**src/rtl/wrr_scheduler_pkg.sv**
```systemverilog
// ---------------------------------------------------------------------------
// wrr_scheduler_pkg
// Shared definitions for the weighted round-robin scheduler:
//   - state_t : scheduler FSM encoding (IDLE=0, LOAD=1, RUN=2)
//   - clog2w  : width helper used to derive QW/TW/WW from the sizing params
//   - DEF_*   : default sizing shared by the interface and the top level
// ---------------------------------------------------------------------------
package wrr_scheduler_pkg;

    localparam int DEF_QUEUE_QUANTITY = 4;
    localparam int DEF_TABLE_SIZE     = 8;
    localparam int DEF_MAX_WEIGHT     = 64;

    typedef enum logic [1:0] {
        ST_IDLE = 2'd0,
        ST_LOAD = 2'd1,
        ST_RUN  = 2'd2
    } state_t;

    // Never returns 0 so a degenerate size of 1 still yields a legal vector.
    function automatic int clog2w(input int n);
        return (n > 1) ? $clog2(n) : 1;
    endfunction

endpackage

```
**src/rtl/wrr_scheduler_if.sv**
```systemverilog
// ---------------------------------------------------------------------------
// wrr_scheduler_if
// Bundles the configuration port, FIFO-bank status, downstream handshake
// and grant outputs of the scheduler.
//   master : environment side (drives enb, cfg_*, buf_empty, out_ready)
//   slave  : scheduler side   (drives pop, selector, selector_enb, entry,
//                              commit_pending, round_done)
// ---------------------------------------------------------------------------
interface wrr_scheduler_if
    import wrr_scheduler_pkg::*;
#(
    parameter int QUEUE_QUANTITY = DEF_QUEUE_QUANTITY,
    parameter int TABLE_SIZE     = DEF_TABLE_SIZE,
    parameter int MAX_WEIGHT     = DEF_MAX_WEIGHT
);
    localparam int QW = clog2w(QUEUE_QUANTITY);
    localparam int TW = clog2w(TABLE_SIZE);
    localparam int WW = clog2w(MAX_WEIGHT);

    logic                      enb;
    logic                      cfg_wr;
    logic [TW-1:0]             cfg_addr;
    logic [WW-1:0]             cfg_peso;
    logic [QW-1:0]             cfg_sel;
    logic                      cfg_commit;
    logic [QUEUE_QUANTITY-1:0] buf_empty;
    logic                      out_ready;
    logic [QUEUE_QUANTITY-1:0] pop;
    logic [QW-1:0]             selector;
    logic                      selector_enb;
    logic [TW-1:0]             entry;
    logic                      commit_pending;
    logic                      round_done;

    modport master (
        output enb, cfg_wr, cfg_addr, cfg_peso, cfg_sel, cfg_commit,
               buf_empty, out_ready,
        input  pop, selector, selector_enb, entry, commit_pending, round_done
    );

    modport slave (
        input  enb, cfg_wr, cfg_addr, cfg_peso, cfg_sel, cfg_commit,
               buf_empty, out_ready,
        output pop, selector, selector_enb, entry, commit_pending, round_done
    );

endinterface

```
**src/rtl/wrr_scheduler_tabla_arbitraje.sv**
```systemverilog
// ---------------------------------------------------------------------------
// tabla_arbitraje
// Double-buffered arbitration table. Configuration writes land in the shadow
// bank; i_load copies the whole shadow bank into the active bank in one edge.
// Ports:
//   i_clk, i_rst             : clock, async active-high reset (clears both banks)
//   i_wr, i_addr, i_peso,
//   i_sel                    : shadow write port (one entry per cycle)
//   i_load                   : copy shadow -> active
//   o_pesos, o_selecciones   : active bank, flattened (entry k at slice k)
//   o_peso_sh0               : shadow weight of entry 0, i.e. the credit the
//                              active entry 0 will hold right after a load
// ---------------------------------------------------------------------------
module tabla_arbitraje
    import wrr_scheduler_pkg::*;
#(
    parameter int TABLE_SIZE = DEF_TABLE_SIZE,
    parameter int QW         = 2,
    parameter int WW         = 6
) (
    input  logic                     i_clk,
    input  logic                     i_rst,
    input  logic                     i_wr,
    input  logic [clog2w(TABLE_SIZE)-1:0] i_addr,
    input  logic [WW-1:0]            i_peso,
    input  logic [QW-1:0]            i_sel,
    input  logic                     i_load,
    output logic [TABLE_SIZE*WW-1:0] o_pesos,
    output logic [TABLE_SIZE*QW-1:0] o_selecciones,
    output logic [WW-1:0]            o_peso_sh0
);
    logic [TABLE_SIZE-1:0][WW-1:0] r_peso_sh, r_peso_a;
    logic [TABLE_SIZE-1:0][QW-1:0] r_sel_sh,  r_sel_a;

    always_ff @(posedge i_clk or posedge i_rst) begin
        if (i_rst) begin
            r_peso_sh <= '0;
            r_sel_sh  <= '0;
            r_peso_a  <= '0;
            r_sel_a   <= '0;
        end else begin
            if (i_wr) begin
                r_peso_sh[i_addr] <= i_peso;
                r_sel_sh[i_addr]  <= i_sel;
            end
            if (i_load) begin
                r_peso_a <= r_peso_sh;
                r_sel_a  <= r_sel_sh;
            end
        end
    end

    assign o_pesos       = r_peso_a;
    assign o_selecciones = r_sel_a;
    assign o_peso_sh0    = r_peso_sh[0];

endmodule

```
**src/rtl/wrr_scheduler.sv**
```systemverilog
// ---------------------------------------------------------------------------
// wrr_scheduler
// Programmable weighted round-robin scheduler sharing one output port among
// QUEUE_QUANTITY FIFOs. Walks the active table entry by entry; an entry with
// weight w grants its queue up to w times back to back, empty/disabled
// entries are skipped at one cycle each. A committed table is swapped in only
// at a round boundary (pointer wrap).
// Ports:
//   clk, rst : clock, async active-high reset
//   bus      : wrr_scheduler_if.slave (config port, buf_empty, out_ready,
//              pop/selector/selector_enb grant, entry, commit_pending,
//              round_done)
// ---------------------------------------------------------------------------
module wrr_scheduler
    import wrr_scheduler_pkg::*;
#(
    parameter int QUEUE_QUANTITY = DEF_QUEUE_QUANTITY,
    parameter int TABLE_SIZE     = DEF_TABLE_SIZE,
    parameter int MAX_WEIGHT     = DEF_MAX_WEIGHT
) (
    input  logic           clk,
    input  logic           rst,
    wrr_scheduler_if.slave bus
);
    localparam int QW = clog2w(QUEUE_QUANTITY);
    localparam int TW = clog2w(TABLE_SIZE);
    localparam int WW = clog2w(MAX_WEIGHT);

    state_t                        r_state, w_state_nxt;
    logic [TW-1:0]                 r_ptr, w_ptr_inc;
    logic [WW-1:0]                 r_cred;
    logic                          r_commit_pending;
    logic                          r_round_done;
    logic [TABLE_SIZE-1:0][WW-1:0] w_pesos;
    logic [TABLE_SIZE-1:0][QW-1:0] w_sels;
    logic [WW-1:0]                 w_peso_sh0;
    logic [QW-1:0]                 w_sel_cur;
    logic                          w_wr_acc, w_commit_acc, w_load, w_run;
    logic                          w_elig, w_grant, w_adv, w_wrap;

    // Config port is locked while a swap is pending.
    assign w_wr_acc     = bus.cfg_wr     && !r_commit_pending;
    assign w_commit_acc = bus.cfg_commit && !r_commit_pending;

    tabla_arbitraje #(
        .TABLE_SIZE (TABLE_SIZE),
        .QW         (QW),
        .WW         (WW)
    ) u_tabla (
        .i_clk         (clk),
        .i_rst         (rst),
        .i_wr          (w_wr_acc),
        .i_addr        (bus.cfg_addr),
        .i_peso        (bus.cfg_peso),
        .i_sel         (bus.cfg_sel),
        .i_load        (w_load),
        .o_pesos       (w_pesos),
        .o_selecciones (w_sels),
        .o_peso_sh0    (w_peso_sh0)
    );

    // enb=0 freezes everything, including a LOAD in progress.
    assign w_load    = bus.enb && (r_state == ST_LOAD);
    assign w_run     = bus.enb && (r_state == ST_RUN);
    assign w_sel_cur = w_sels[r_ptr];
    assign w_elig    = (w_pesos[r_ptr] != '0) && !bus.buf_empty[w_sel_cur];
    assign w_grant   = w_run && w_elig && bus.out_ready;
    // Ineligible entries forfeit their credit; the last credit moves on too.
    assign w_adv     = w_run && (!w_elig || (w_grant && (r_cred <= WW'(1))));
    assign w_wrap    = w_adv && (r_ptr == TW'(TABLE_SIZE - 1));
    assign w_ptr_inc = (r_ptr == TW'(TABLE_SIZE - 1)) ? '0 : r_ptr + TW'(1);

    always_comb begin
        w_state_nxt = r_state;
        case (r_state)
            // A commit accepted this very cycle already moves us on, so the
            // copy happens the next cycle and the first grant one after.
            ST_IDLE: if (bus.enb && (w_commit_acc || r_commit_pending)) w_state_nxt = ST_LOAD;
            ST_LOAD: if (bus.enb) w_state_nxt = ST_RUN;
            ST_RUN:  if (w_wrap && r_commit_pending) w_state_nxt = ST_LOAD;
            default: w_state_nxt = ST_IDLE;
        endcase
    end

    always_ff @(posedge clk or posedge rst) begin
        if (rst) begin
            r_state          <= ST_IDLE;
            r_ptr            <= '0;
            r_cred           <= '0;
            r_commit_pending <= 1'b0;
            r_round_done     <= 1'b0;
        end else begin
            r_state      <= w_state_nxt;
            r_round_done <= w_wrap;
            if (w_load)
                r_commit_pending <= 1'b0;
            else if (w_commit_acc)
                r_commit_pending <= 1'b1;
            // Active bank is written on this same edge, so entry 0's credit
            // comes from the shadow copy.
            if (w_load) begin
                r_ptr  <= '0;
                r_cred <= w_peso_sh0;
            end else if (w_adv) begin
                r_ptr  <= w_ptr_inc;
                r_cred <= w_pesos[w_ptr_inc];
            end else if (w_grant) begin
                r_cred <= r_cred - WW'(1);
            end
        end
    end

    assign bus.selector_enb   = w_grant;
    assign bus.selector       = w_grant ? w_sel_cur : '0;
    assign bus.pop            = w_grant ? (QUEUE_QUANTITY'(1) << w_sel_cur) : '0;
    assign bus.entry          = r_ptr;
    assign bus.commit_pending = r_commit_pending;
    assign bus.round_done     = r_round_done && bus.enb;

endmodule

```
**src/flat_wrapper.sv**
```systemverilog
// flat-port wrapper written by rule: the top's interface ports become plain ports
module wrr_scheduler_flat import wrr_scheduler_pkg::*;
#(
    parameter int QUEUE_QUANTITY = DEF_QUEUE_QUANTITY,
    parameter int TABLE_SIZE     = DEF_TABLE_SIZE,
    parameter int MAX_WEIGHT     = DEF_MAX_WEIGHT
)
  (clk, rst, bus_enb, bus_cfg_wr, bus_cfg_addr, bus_cfg_peso, bus_cfg_sel, bus_cfg_commit, bus_buf_empty, bus_out_ready, bus_pop, bus_selector, bus_selector_enb, bus_entry, bus_commit_pending, bus_round_done);
  wrr_scheduler_if #(.QUEUE_QUANTITY(QUEUE_QUANTITY), .TABLE_SIZE(TABLE_SIZE), .MAX_WEIGHT(MAX_WEIGHT)) bus_i ();
  input  logic clk;
  input  logic rst;
  input wire logic [$bits(bus_i.enb)-1:0] bus_enb;
  input wire logic [$bits(bus_i.cfg_wr)-1:0] bus_cfg_wr;
  input wire logic [$bits(bus_i.cfg_addr)-1:0] bus_cfg_addr;
  input wire logic [$bits(bus_i.cfg_peso)-1:0] bus_cfg_peso;
  input wire logic [$bits(bus_i.cfg_sel)-1:0] bus_cfg_sel;
  input wire logic [$bits(bus_i.cfg_commit)-1:0] bus_cfg_commit;
  input wire logic [$bits(bus_i.buf_empty)-1:0] bus_buf_empty;
  input wire logic [$bits(bus_i.out_ready)-1:0] bus_out_ready;
  output wire logic [$bits(bus_i.pop)-1:0] bus_pop;
  output wire logic [$bits(bus_i.selector)-1:0] bus_selector;
  output wire logic [$bits(bus_i.selector_enb)-1:0] bus_selector_enb;
  output wire logic [$bits(bus_i.entry)-1:0] bus_entry;
  output wire logic [$bits(bus_i.commit_pending)-1:0] bus_commit_pending;
  output wire logic [$bits(bus_i.round_done)-1:0] bus_round_done;
  assign bus_i.enb = bus_enb;
  assign bus_i.cfg_wr = bus_cfg_wr;
  assign bus_i.cfg_addr = bus_cfg_addr;
  assign bus_i.cfg_peso = bus_cfg_peso;
  assign bus_i.cfg_sel = bus_cfg_sel;
  assign bus_i.cfg_commit = bus_cfg_commit;
  assign bus_i.buf_empty = bus_buf_empty;
  assign bus_i.out_ready = bus_out_ready;
  assign bus_pop = bus_i.pop;
  assign bus_selector = bus_i.selector;
  assign bus_selector_enb = bus_i.selector_enb;
  assign bus_entry = bus_i.entry;
  assign bus_commit_pending = bus_i.commit_pending;
  assign bus_round_done = bus_i.round_done;
  wrr_scheduler #(.QUEUE_QUANTITY(QUEUE_QUANTITY), .TABLE_SIZE(TABLE_SIZE), .MAX_WEIGHT(MAX_WEIGHT)) u_core (.clk(clk), .rst(rst), .bus(bus_i));
endmodule
```
**config.mk**
```make
export PLATFORM = sky130hd
export DESIGN_NAME = wrr_scheduler_flat
export DESIGN_NICKNAME = d
export VERILOG_FILES = /design/src/rtl/wrr_scheduler_pkg.sv /design/src/rtl/wrr_scheduler_if.sv /design/src/rtl/wrr_scheduler_tabla_arbitraje.sv /design/src/rtl/wrr_scheduler.sv /design/src/flat_wrapper.sv
export SDC_FILE = /design/constraint.sdc
export NUM_CORES = 1
export LEC_CHECK = 0
export CAP_MARGIN = 10
export CORE_ASPECT_RATIO = 0.75
export CORE_MARGIN = 3
export CORE_UTILIZATION = 50
export DETAILED_ROUTE_END_ITERATION = 16
export PLACE_DENSITY_LB_ADDON = 0.1
export SYNTH_ARGS = -nofsm -noshare
export SYNTH_HDL_FRONTEND = slang
export SYNTH_SLANG_ARGS = --single-unit
export TNS_END_PERCENT = 20
```
**constraint.sdc**
```tcl
create_clock -name clk -period 8 [get_ports clk]
set_input_delay 1.6 -clock clk [delete_from_list [all_inputs] [get_ports clk]]
set_output_delay 1.6 -clock clk [all_outputs]
set_load 0.02 [all_outputs]
```
==> flow_metrics.py, run 1 <==
metrics = {
    "routing": {
        "drt_iter0_drc": 271,
        "drc": 0,
        "wire_per_inst_um": 18.9,
        "vias": 4265,
        "viasPerCell": 5.54,
        "drt_first_pass_iters": 4,
        "drt_wl_total_um": 14500,
        "antenna_left": 0,
    },
    "finish": {
        "diodes": 0,
        "layout-drive-gt1-share": 0.212,
        "final_nets": 616,
        "stdcell_count": 770,
        "fill_cells": 1017,
        "multi_input_area_um2": 2730,
        "final_common_cell": "nand2_1",
        "syn_to_final_growth_pct": 17.4,
        "final_cell_mix": "nand2_1, dfrtp_1, mux2_2, clkdlybuf4s50_1, clkbuf_16",
        "register_area_um2": 3530,
    },
    "synthesis": {
        "synth-seq-cells": 141,
        "synth_edf_count": 0,
        "synth_ff_type": "dfrtp_1",
        "yosysTopAreaCell": "dfrtp_1",
        "yosysWarnings": 0,
        "synth_area_per_cell_um2": 11.4,
        "synthTopCellsByArea": "dfrtp_1, mux2_2, nand2_1",
        "yosysSeqAreaShare": 0.554,
        "synth_cells": 557,
        "yosysTopAreaCellShare": 0.554,
        "synth.distinct_cells": 47,
        "synthArstFlopShare": 1.00,
        "netlist_area_um2": 6370,
        "syn_nets": 582,
    },
    "timing": {
        "period_needed_ns": 6.06,
        "fin_crit_sh": 0.757,
        "hold_viol_final": 0,
        "fin_skew_ns": 0.0141,
        "worstMarginPinSlew_ns": 0.963,
        "tns_ns": 0,
        "rsz0062_at_grt": "false",
        "setup_viol": 0,
        "finalMaxSlewViolations": 0,
        "clock.fmax_mhz": 165,
        "slew_headroom": 0.357,
    },
    "power": {
        "power_frac_comb": 0.327,
        "max-vdd-ir-drop_uv": 215,
        "swShare": 0.343,
        "internal-power_w": 0.00201,
        "clkPwrFrac": 0.267,
        "powerDensity_nw_per_um2": 409,
        "finalPower_w": 0.00306,
        "power_leakage_nw": 3.69,
        "pwr-share-seq": 0.406,
        "p_sw_w": 0.00105,
    },
    "grt": {
        "grt.overflow.total": 0,
        "antenna_found_initial": 0,
        "grt_pass1_wl_um": 24200,
        "grtUsageTotal": 0.222,
        "grt_max_degree": 87,
        "first_global_vias": 4332,
    },
    "worst_setup_path": {
        "required_ns": 6.40,
        "cp_cell_sequence": "clkdlybuf4s50_1 > inv_1 > nor2_1 > nand2_1 > a2111oi_0 > and3_1 > clkdlybuf4s50_1",
        "max_stage_delay_ns": 0.79,
        "cp-start-kind": "input port",
        "r2r_end": "u_core.r_cred[1]$_DFFE_PP0P_",
        "crit_top_cell": "clkdlybuf4s50_1",
        "cp-end-kind": "output pin",
        "reg2reg_from": "u_core.bus.entry[0]$_DFFE_PP0P_",
        "crit_buf_inv": 3,
        "slowest_stage": "a2111oi_0",
        "crit_fanout": 8,
        "r2r_slack_ns": 4.43,
        "criticalPathCategory": "input port to output pin",
        "crit_arrival_ns": 4.46,
        "reg2reg_depth": 7,
        "path_delay_family": "buffers and inverters",
    },
    "place": {
        "dp_hpwl_um": 9560,
        "place_inst": 738,
        "portBuffers": 32,
        "gp_congestion": 0.830,
    },
    "clock_tree": {
        "cts_tree": "done",
        "clkTransAtPathRegs_ns": 0.06,
        "cts_made_buffers": 17,
        "clockBufferDepth": 2,
        "cts_hold_buf": 0,
        "cts.sink_count": 141,
        "clock-root-buffer": "clkbuf_16",
        "post_cts_resized": 0,
        "cts_max_level": 4,
        "post-cts-setup-buffers": 0,
        "clk_latency_ns": 0.41,
    },
    "floorplan": {
        "fp.dieW_um": 136,
        "core-area_um2": 12300,
        "dieArea_um2": 14100,
        "start_util": 0.516,
        "rows": 35,
        "chipHeight_um": 104,
        "pin_count": 33,
    },
    "worst_hold_path": {
        "min_from": "u_core.u_tabla.r_peso_sh[40]$_DFFE_PP0P_",
        "whs_path_depth": 2,
        "holdPathEnd": "u_core.u_tabla.o_pesos[40]$_DFFE_PP0P_",
        "min_path_type": "register to register",
    },
    "job": {
        "maxCapViolations": 0,
    },
    "outcome": {
        "status": "complete, no violations",
    },
}
==> cells by family (layout without fill, tap and decap cells) <==
kind of cell    after synthesis  count (layout)  synth area share
compound gates               32              32            0.0408
xor+xnor                      4               4           0.00550
fa+ha+maj                     4               4           0.00785
buf+inv                      31              78            0.0194
flops                       141             141             0.554
mux                          99              99             0.206
simple gates                246             246             0.167
==> state kept, by name (all words and copies together) (netlist names), 2 cells and up <==
name and count:
u_core.r_state 2, u_core.u_tabla.o_peso_sh0 6, u_core.u_tabla.o_selecciones 16, u_core.u_tabla.r_sel_sh 16, u_core.bus.entry 3, u_core.u_tabla.r_peso_sh 42, u_core.u_tabla.o_pesos 48, u_core.r_cred 6
==> synthesized netlist by cell type (3+ instances only) <==
cell type	number
nor2_1	15
or4_1	4
mux2_2	65
dfrtp_1	141
and2_1	7
clkbuf_1	16
mux4_2	16
nor3_1	3
xnor2_1	3
nand2_1	185
ha_1	4
inv_1	9
a221o_1	4
nor4_1	9
a21o_1	9
nand3b_1	4
a21oi_1	6
nor3b_1	8
buf_2	3
mux2i_1	14
==> final cells by class <==
class | count | area share
sequential | 141 | 0.472
multi-input combinational | 385 | 0.365
clock buffer | 18 | 0.0587
timing repair buffer | 37 | 0.0478
tap | 166 | 0.0278
clock inverter | 14 | 0.0241
inverter | 9 | 0.00518
==> worst max-delay path by stage <==
stage | startpoint | endpoint | depth (start not counted)
2_1_floorplan | bus_enb | bus_pop[0] | 5
3_5_place_dp | bus_enb | bus_pop[2] | 7
4_1_cts | bus_enb | bus_pop[2] | 7
5_1_grt | bus_enb | bus_pop[2] | 7
6_report | bus_enb | bus_pop[2] | 7
3_3_place_gp | bus_enb | bus_pop[2] | 7
==> power by group through the flow <==
stage | Combinational [W] | Clock, W | Sequential (W)
finish | 0.00100 | 0.000818 | 0.00124
global route | 0.00111 | 0.000867 | 0.00128
CTS | 0.00101 | 0.000831 | 0.00124
detailed placement | 0.00100 | 0 | 0.00125
global placement | 0.000971 | 0 | 0.00123
floorplan | 0.000784 | 0 | 0.00116
==> metal layers <==
layer | GRT usage | routed length (um)
met5 | 0 | 0
met4 | 0.0482 | 86
met3 | 0.0447 | 552
met2 | 0.325 | 6760
met1 | 0.345 | 7140
==> stage by stage <==
step,cell area (um2),worst slack (ns),utilization,hold WS [ns]
2_1_floorplan,6370,2.45,-,0.433
3_3_place_gp,6860,2.08,0.556,0.437
3_5_place_dp,6860,1.96,0.556,0.447
4_1_cts,7480,1.96,0.606,0.461
5_1_grt,7480,1.81,0.606,0.481
6_report,7480,1.94,0.606,0.455
==> tightest hold or removal path, cell delays in order, from the launching register on <==
cell	delay, ns
dfrtp_1	0.34
nand2_1	0.05
nand2_1	0.05
No activity file was read; power rests on OpenSTA's default activity.
==> run 2, diff against run 1 <==
==> constraint.sdc (replaced) <==
create_clock -name clk -period 5.8 [get_ports clk]
set_input_delay 1.16 -clock clk [delete_from_list [all_inputs] [get_ports clk]]
set_output_delay 1.16 -clock clk [all_outputs]
set_load 0.02 [all_outputs]
==> run 2 against run 1 <==
First-iteration DRC count is 27% higher. Via count increased by 0.75%. Core utilization fell by 0.63 points. Design area fell by 1.0%.
==> flow_metrics.py, run 2 (synthesis gave the netlist of run 1 again) <==
metrics = {
    "finish": {
        "final_common_cell": "nand2_1",
        "largest_reg_flops": 48,
        "diodes": 0,
        "final_nets": 616,
        "syn_to_final_growth_pct": 16.2,
        "layout-drive-gt1-share": 0.211,
        "fin_util": 0.600,
        "stdcell_count": 769,
        "final_cell_mix": "nand2_1, dfrtp_1, mux2_2, clkdlybuf4s50_1, clkbuf_16",
    },
    "worst_setup_path": {
        "crit_fanout": 16,
        "crit_arrival_ns": 4.11,
        "criticalPathCategory": "register to output pin",
        "cp-start-kind": "register",
        "cp-end-kind": "output pin",
        "required_ns": 4.64,
    },
    "floorplan": {
        "chipHeight_um": 104,
        "dieArea_um2": 14100,
        "fp.dieW_um": 136,
        "core-area_um2": 12300,
        "start_util": 0.516,
        "pin_count": 33,
        "rows": 35,
    },
    "power": {
        "powerDensity_nw_per_um2": 554,
        "max-vdd-ir-drop_uv": 275,
        "power_leakage_nw": 3.64,
    },
    "job": {
        "maxCapViolations": 0,
    },
    "place": {
        "dp_hpwl_um": 9790,
        "portBuffers": 32,
        "gp_congestion": 0.844,
        "place_inst": 738,
        "dp_slack_ns": 0.652,
    },
    "grt": {
        "use_met2": 0.329,
        "grt.overflow.total": 0,
        "grt_pass1_wl_um": 24500,
        "antenna_found_initial": 0,
        "first_global_vias": 4492,
        "grt_max_degree": 107,
        "grtUsageTotal": 0.227,
        "grtUsageMet3": 0.0461,
        "busiest_layer": "met1",
        "use_met1": 0.350,
    },
    "timing": {
        "hold_viol_final": 0,
        "clock.fmax_mhz": 190,
        "slew_headroom": 0.352,
        "finalMaxSlewViolations": 0,
        "setup_slack_ns": 0.534,
        "setup_viol": 0,
        "tns_ns": 0,
        "worstMarginPinSlew_ns": 0.967,
        "fin_skew_ns": 0.00847,
        "period_needed_ns": 5.27,
        "rsz0062_at_grt": "false",
        "fin_crit_sh": 0.908,
    },
    "clock_tree": {
        "cts_made_buffers": 17,
        "clkTransAtPathRegs_ns": 0.06,
        "cts_max_level": 4,
        "post_cts_resized": 0,
        "clock-root-buffer": "clkbuf_16",
        "cts_tree": "done",
        "clk_latency_ns": 0.41,
        "cts.sink_count": 141,
        "clockBufferDepth": 2,
        "cts_hold_buf": 0,
        "post-cts-setup-buffers": 0,
    },
    "outcome": {
        "status": "complete, no violations",
    },
    "routing": {
        "wire_per_inst_um": 19.3,
        "drt_first_pass_iters": 5,
        "drt_wl_total_um": 14800,
        "antenna_left": 0,
        "viasPerCell": 5.59,
        "vias": 4297,
        "drt_iter0_drc": 345,
        "drc": 0,
    },
    "worst_hold_path": {
        "min_path_type": "register to register",
    },
}
run 2: metrics by stage:
stage / hold WS (ns) / cell area [um2] / power (W)
after detailed placement: 0.447 / 6860 / 0.00311
after global routing: 0.483 / 7400 / 0.00436
after global placement: 0.439 / 6860 / 0.00304
after floorplan: 0.433 / 6370 / 0.00269
after CTS: 0.462 / 7400 / 0.00412
final: 0.463 / 7400 / 0.00410
run 2: final timing paths:
check | cells after the start | endpoint | startpoint | slack [ns]
min reg2reg | 2 | u_core.u_tabla.o_pesos[34]$_DFFE_PP0P_ | u_core.u_tabla.r_peso_sh[34]$_DFFE_PP0P_ | 0.46
max | 7 | bus_pop[0] | u_core.bus.entry[0]$_DFFE_PP0P_ | 0.53
min | 2 | u_core.u_tabla.o_pesos[34]$_DFFE_PP0P_ | u_core.u_tabla.r_peso_sh[34]$_DFFE_PP0P_ | 0.46
max in group asynchronous | 3 | u_core.u_tabla.o_pesos[15]$_DFFE_PP0P_ | rst | 3.38
max reg2reg | 7 | u_core.r_cred[1]$_DFFE_PP0P_ | u_core.bus.entry[0]$_DFFE_PP0P_ | 2.27
min in group asynchronous | 2 | u_core.u_tabla.o_pesos[4]$_DFFE_PP0P_ | rst | 1.32
run 2: critical path: stages (launching register included):
cell and delay [ns]:
dfrtp_1 0.72, mux4_1 0.64, mux2i_2 0.34, mux2i_1 0.31
nor2_2 0.11, a2111oi_0 0.71, and3_1 0.26, clkdlybuf4s50_1 0.61
run 2: metal layers:
layer | up-vias | wire (um) | share of wire
li1 | 1991 | - | -
met4 | 0 | 114 | 0.0077
met5 | - | 0 | 0
met2 | 83 | 6740 | 0.46
met1 | 2213 | 7320 | 0.49
met3 | 10 | 637 | 0.043
run 2: final cells by class:
cell class	instances	area, um2
inverters	9	38.8
flip-flops and latches	141	3530
repair buffers	37	358
fillers	1034	4940
well taps	166	208
clock inverters	12	88.8
multi-input cells	385	2730
clock buffers	19	453
run 2: where the power goes:
part           switching (W)  internal [W]
logic               0.000705      0.000682
registers           0.000321       0.00139
clock network       0.000426      0.000569
total                0.00145       0.00265
==> run 3, diff against run 2 <==
--- a/config.mk
+++ b/config.mk
@@ -5,6 +5,8 @@
 export SDC_FILE = /design/constraint.sdc
 export NUM_CORES = 1
 export LEC_CHECK = 0
+export ABC_AREA = 1
+export ABC_CLOCK_PERIOD_IN_PS = 5800
 export CAP_MARGIN = 10
 export CORE_ASPECT_RATIO = 0.75
 export CORE_MARGIN = 3
==> run 3 against run 2 <==
Wire length is 5.6% higher. Sequential power rose by 2%. Clock skew increased by 0.0045 ns. Via count up 24%. Worst hold slack better by 0.00096 ns. Design area increased by 1.8%. Setup slack better by 0.73 ns. Synthesized cell count rose by 43%. Critical endpoint is now bus_pop[2].
==> flow_metrics.py, run 3 <==
metrics = {
    "outcome": {
        "status": "complete, no violations",
    },
    "synthesis": {
        "synth.distinct_cells": 30,
        "synth_area_per_cell_um2": 8.17,
        "synth_ff_type": "dfrtp_1",
        "yosysSeqAreaShare": 0.544,
        "syn_nets": 819,
        "yosysTopAreaCell": "dfrtp_1",
        "synthTopCellsByArea": "dfrtp_1, nand2_1, o21ai_0",
        "synth.most_common_cell": "nand2_1",
        "yosysWarnings": 0,
        "yosysTopAreaCellShare": 0.544,
        "synth_cells": 794,
        "synth_edf_count": 0,
        "synthArstFlopShare": 1.00,
        "yosys-top-cells-count": "nand2_1, dfrtp_1, o21ai_0, inv_1, nor2_1",
        "netlist_area_um2": 6490,
        "synth-seq-cells": 141,
    },
    "worst_setup_path": {
        "crit_arrival_ns": 3.37,
        "required_ns": 4.64,
        "r2r_slack_ns": 2.22,
        "reg2reg_from": "u_core.bus.entry[0]$_DFFE_PP0P_",
        "cp-end-kind": "output pin",
        "criticalPathCategory": "input port to output pin",
        "reg2reg_depth": 12,
        "crit_fanout": 9,
        "r2r_end": "u_core.r_cred[1]$_DFFE_PP0P_",
        "cp-start-kind": "input port",
    },
    "routing": {
        "drt_wl_total_um": 15600,
        "viasPerCell": 5.32,
        "drt_iter0_drc": 360,
        "drt_first_pass_iters": 5,
        "vias": 5308,
        "wire_per_inst_um": 15.7,
        "drc": 0,
        "antenna_left": 0,
    },
    "worst_hold_path": {
        "min_path_type": "register to register",
        "holdPathEnd": "u_core.u_tabla.o_pesos[9]$_DFFE_PP0P_",
        "whs_path_depth": 2,
        "min_from": "u_core.u_tabla.r_peso_sh[9]$_DFFE_PP0P_",
    },
    "finish": {
        "layout-drive-gt1-share": 0.0757,
        "largest_reg_flops": 48,
        "fill_cells": 1106,
        "register_area_um2": 3530,
        "multi_input_area_um2": 2540,
        "final_nets": 845,
        "final_cell_mix": "nand2_1, dfrtp_1, o21ai_0, inv_1, nor2_1",
        "syn_to_final_growth_pct": 16.1,
        "final_common_cell": "nand2_1",
        "diodes": 0,
    },
    "grt": {
        "first_global_vias": 5053,
        "antenna_found_initial": 0,
        "grt.overflow.total": 0,
        "grt_max_degree": 109,
        "grt_pass1_wl_um": 26100,
        "grtUsageTotal": 0.234,
    },
    "clock_tree": {
        "cts_tree": "done",
        "clk_latency_ns": 0.42,
        "clkTransAtPathRegs_ns": 0.06,
        "cts_hold_buf": 0,
        "post-cts-setup-buffers": 0,
        "cts_made_buffers": 17,
        "post_cts_resized": 0,
        "cts_max_level": 4,
        "clockBufferDepth": 2,
        "clock-root-buffer": "clkbuf_16",
        "cts.sink_count": 141,
    },
    "timing": {
        "slew_headroom": 0.325,
        "whs_ns": 0.464,
        "period_needed_ns": 4.53,
        "finalMaxSlewViolations": 0,
        "tns_ns": 0,
        "clock.fmax_mhz": 221,
        "worstMarginPinSlew_ns": 1.01,
        "fin_skew_ns": 0.0129,
        "fin_crit_sh": 0.782,
        "hold_viol_final": 0,
        "rsz0062_at_grt": "false",
        "setup_viol": 0,
    },
    "place": {
        "gp_congestion": 0.922,
        "dp_hpwl_um": 10800,
        "portBuffers": 32,
    },
    "power": {
        "powerDensity_nw_per_um2": 567,
        "power_leakage_nw": 3.71,
        "max-vdd-ir-drop_uv": 266,
    },
    "floorplan": {
        "chipHeight_um": 105,
        "core-area_um2": 12500,
        "pin_count": 33,
        "dieArea_um2": 14400,
        "start_util": 0.520,
        "rows": 35,
        "fp.dieW_um": 138,
    },
    "job": {
        "maxCapViolations": 0,
    },
}
## run 3: cell types whose count changed in the layout (fill, tap and decap cells not counted), sizes merged, moves of 9 or more
cell,delta
nor3,+9
nor2,+45
mux2i,-15
mux2,-66
nand2,+89
a21o,-9
o21ai,+124
nand3,+45
inv,+64
mux4,-18
## run 3: final cells by class
| type | count | area share |
|---|---|---|
| Inverter | 72 | 0.0365 |
| Clock buffer | 20 | 0.0619 |
| Clock inverter | 11 | 0.0206 |
| Multi-Input combinational cell | 550 | 0.337 |
| Sequential cell | 141 | 0.468 |
| Tap cell | 166 | 0.0276 |
| Timing Repair Buffer | 38 | 0.0485 |
## run 3: worst max-delay path by stage
stage / startpoint / to / slack, ns / cells past startpoint
floorplan: rst / u_core.bus.commit_pending$_DFFE_PP0P_ / 0.86 / 1
global placement: bus_enb / bus_pop[0] / 1.35 / 10
detailed placement: bus_enb / bus_pop[2] / 1.29 / 10
CTS: bus_enb / bus_pop[2] / 1.28 / 10
global route: u_core.bus.entry[0]$_DFFE_PP0P_ / bus_pop[2] / 1.07 / 13
finish: bus_enb / bus_pop[2] / 1.27 / 10
## run 3: per-stage QoR
| stage | total power (W) | setup WS, ns | utilization | instance area [um2] | instances |
|---|---|---|---|---|---|
| final | 0.00427 | 1.27 | 0.604 | 7530 | 998 |
| after global placement | 0.00309 | 1.35 | 0.554 | 6910 | 967 |
| after global routing | 0.00461 | 1.07 | 0.604 | 7530 | 998 |
| after floorplan | 0.00274 | 0.859 | - | 6490 | 794 |
| after detailed placement | 0.00314 | 1.29 | 0.554 | 6910 | 967 |
| after CTS | 0.00429 | 1.28 | 0.604 | 7530 | 998 |
## run 3: kinds of logic after synthesis
group           share of synthesized area
flops                               0.544
simple gates                        0.257
xor+xnor                          0.00540
compound gates                      0.120
buf+inv                            0.0663
fa+ha+maj                         0.00771
## run 3: where the power goes
part	internal (W)	switching, W
clock network	0.000715	0.000420
logic	0.000501	0.000877
registers	0.00143	0.000327
## run 3: worst max-delay path, stage by stage
cell             delay, ns
clkdlybuf4s50_1       0.51
inv_1                 0.11
nor2_4                0.25
nand2_1               0.08
inv_1                 0.09
nand3_1               0.24
inv_1                 0.14
nand2_1               0.08
nor2_1                0.09
clkdlybuf4s50_1       0.61
## run 3: per-layer routing
| metal | vias up | share of wire | global-route usage |
|---|---|---|---|
| met4 | 0 | 0.024 | 0.0833 |
| li1 | 2595 | - | - |
| met1 | 2520 | 0.49 | 0.351 |
| met2 | 160 | 0.43 | 0.338 |
| met5 | - | 0 | 0 |
| met3 | 33 | 0.057 | 0.0438 |
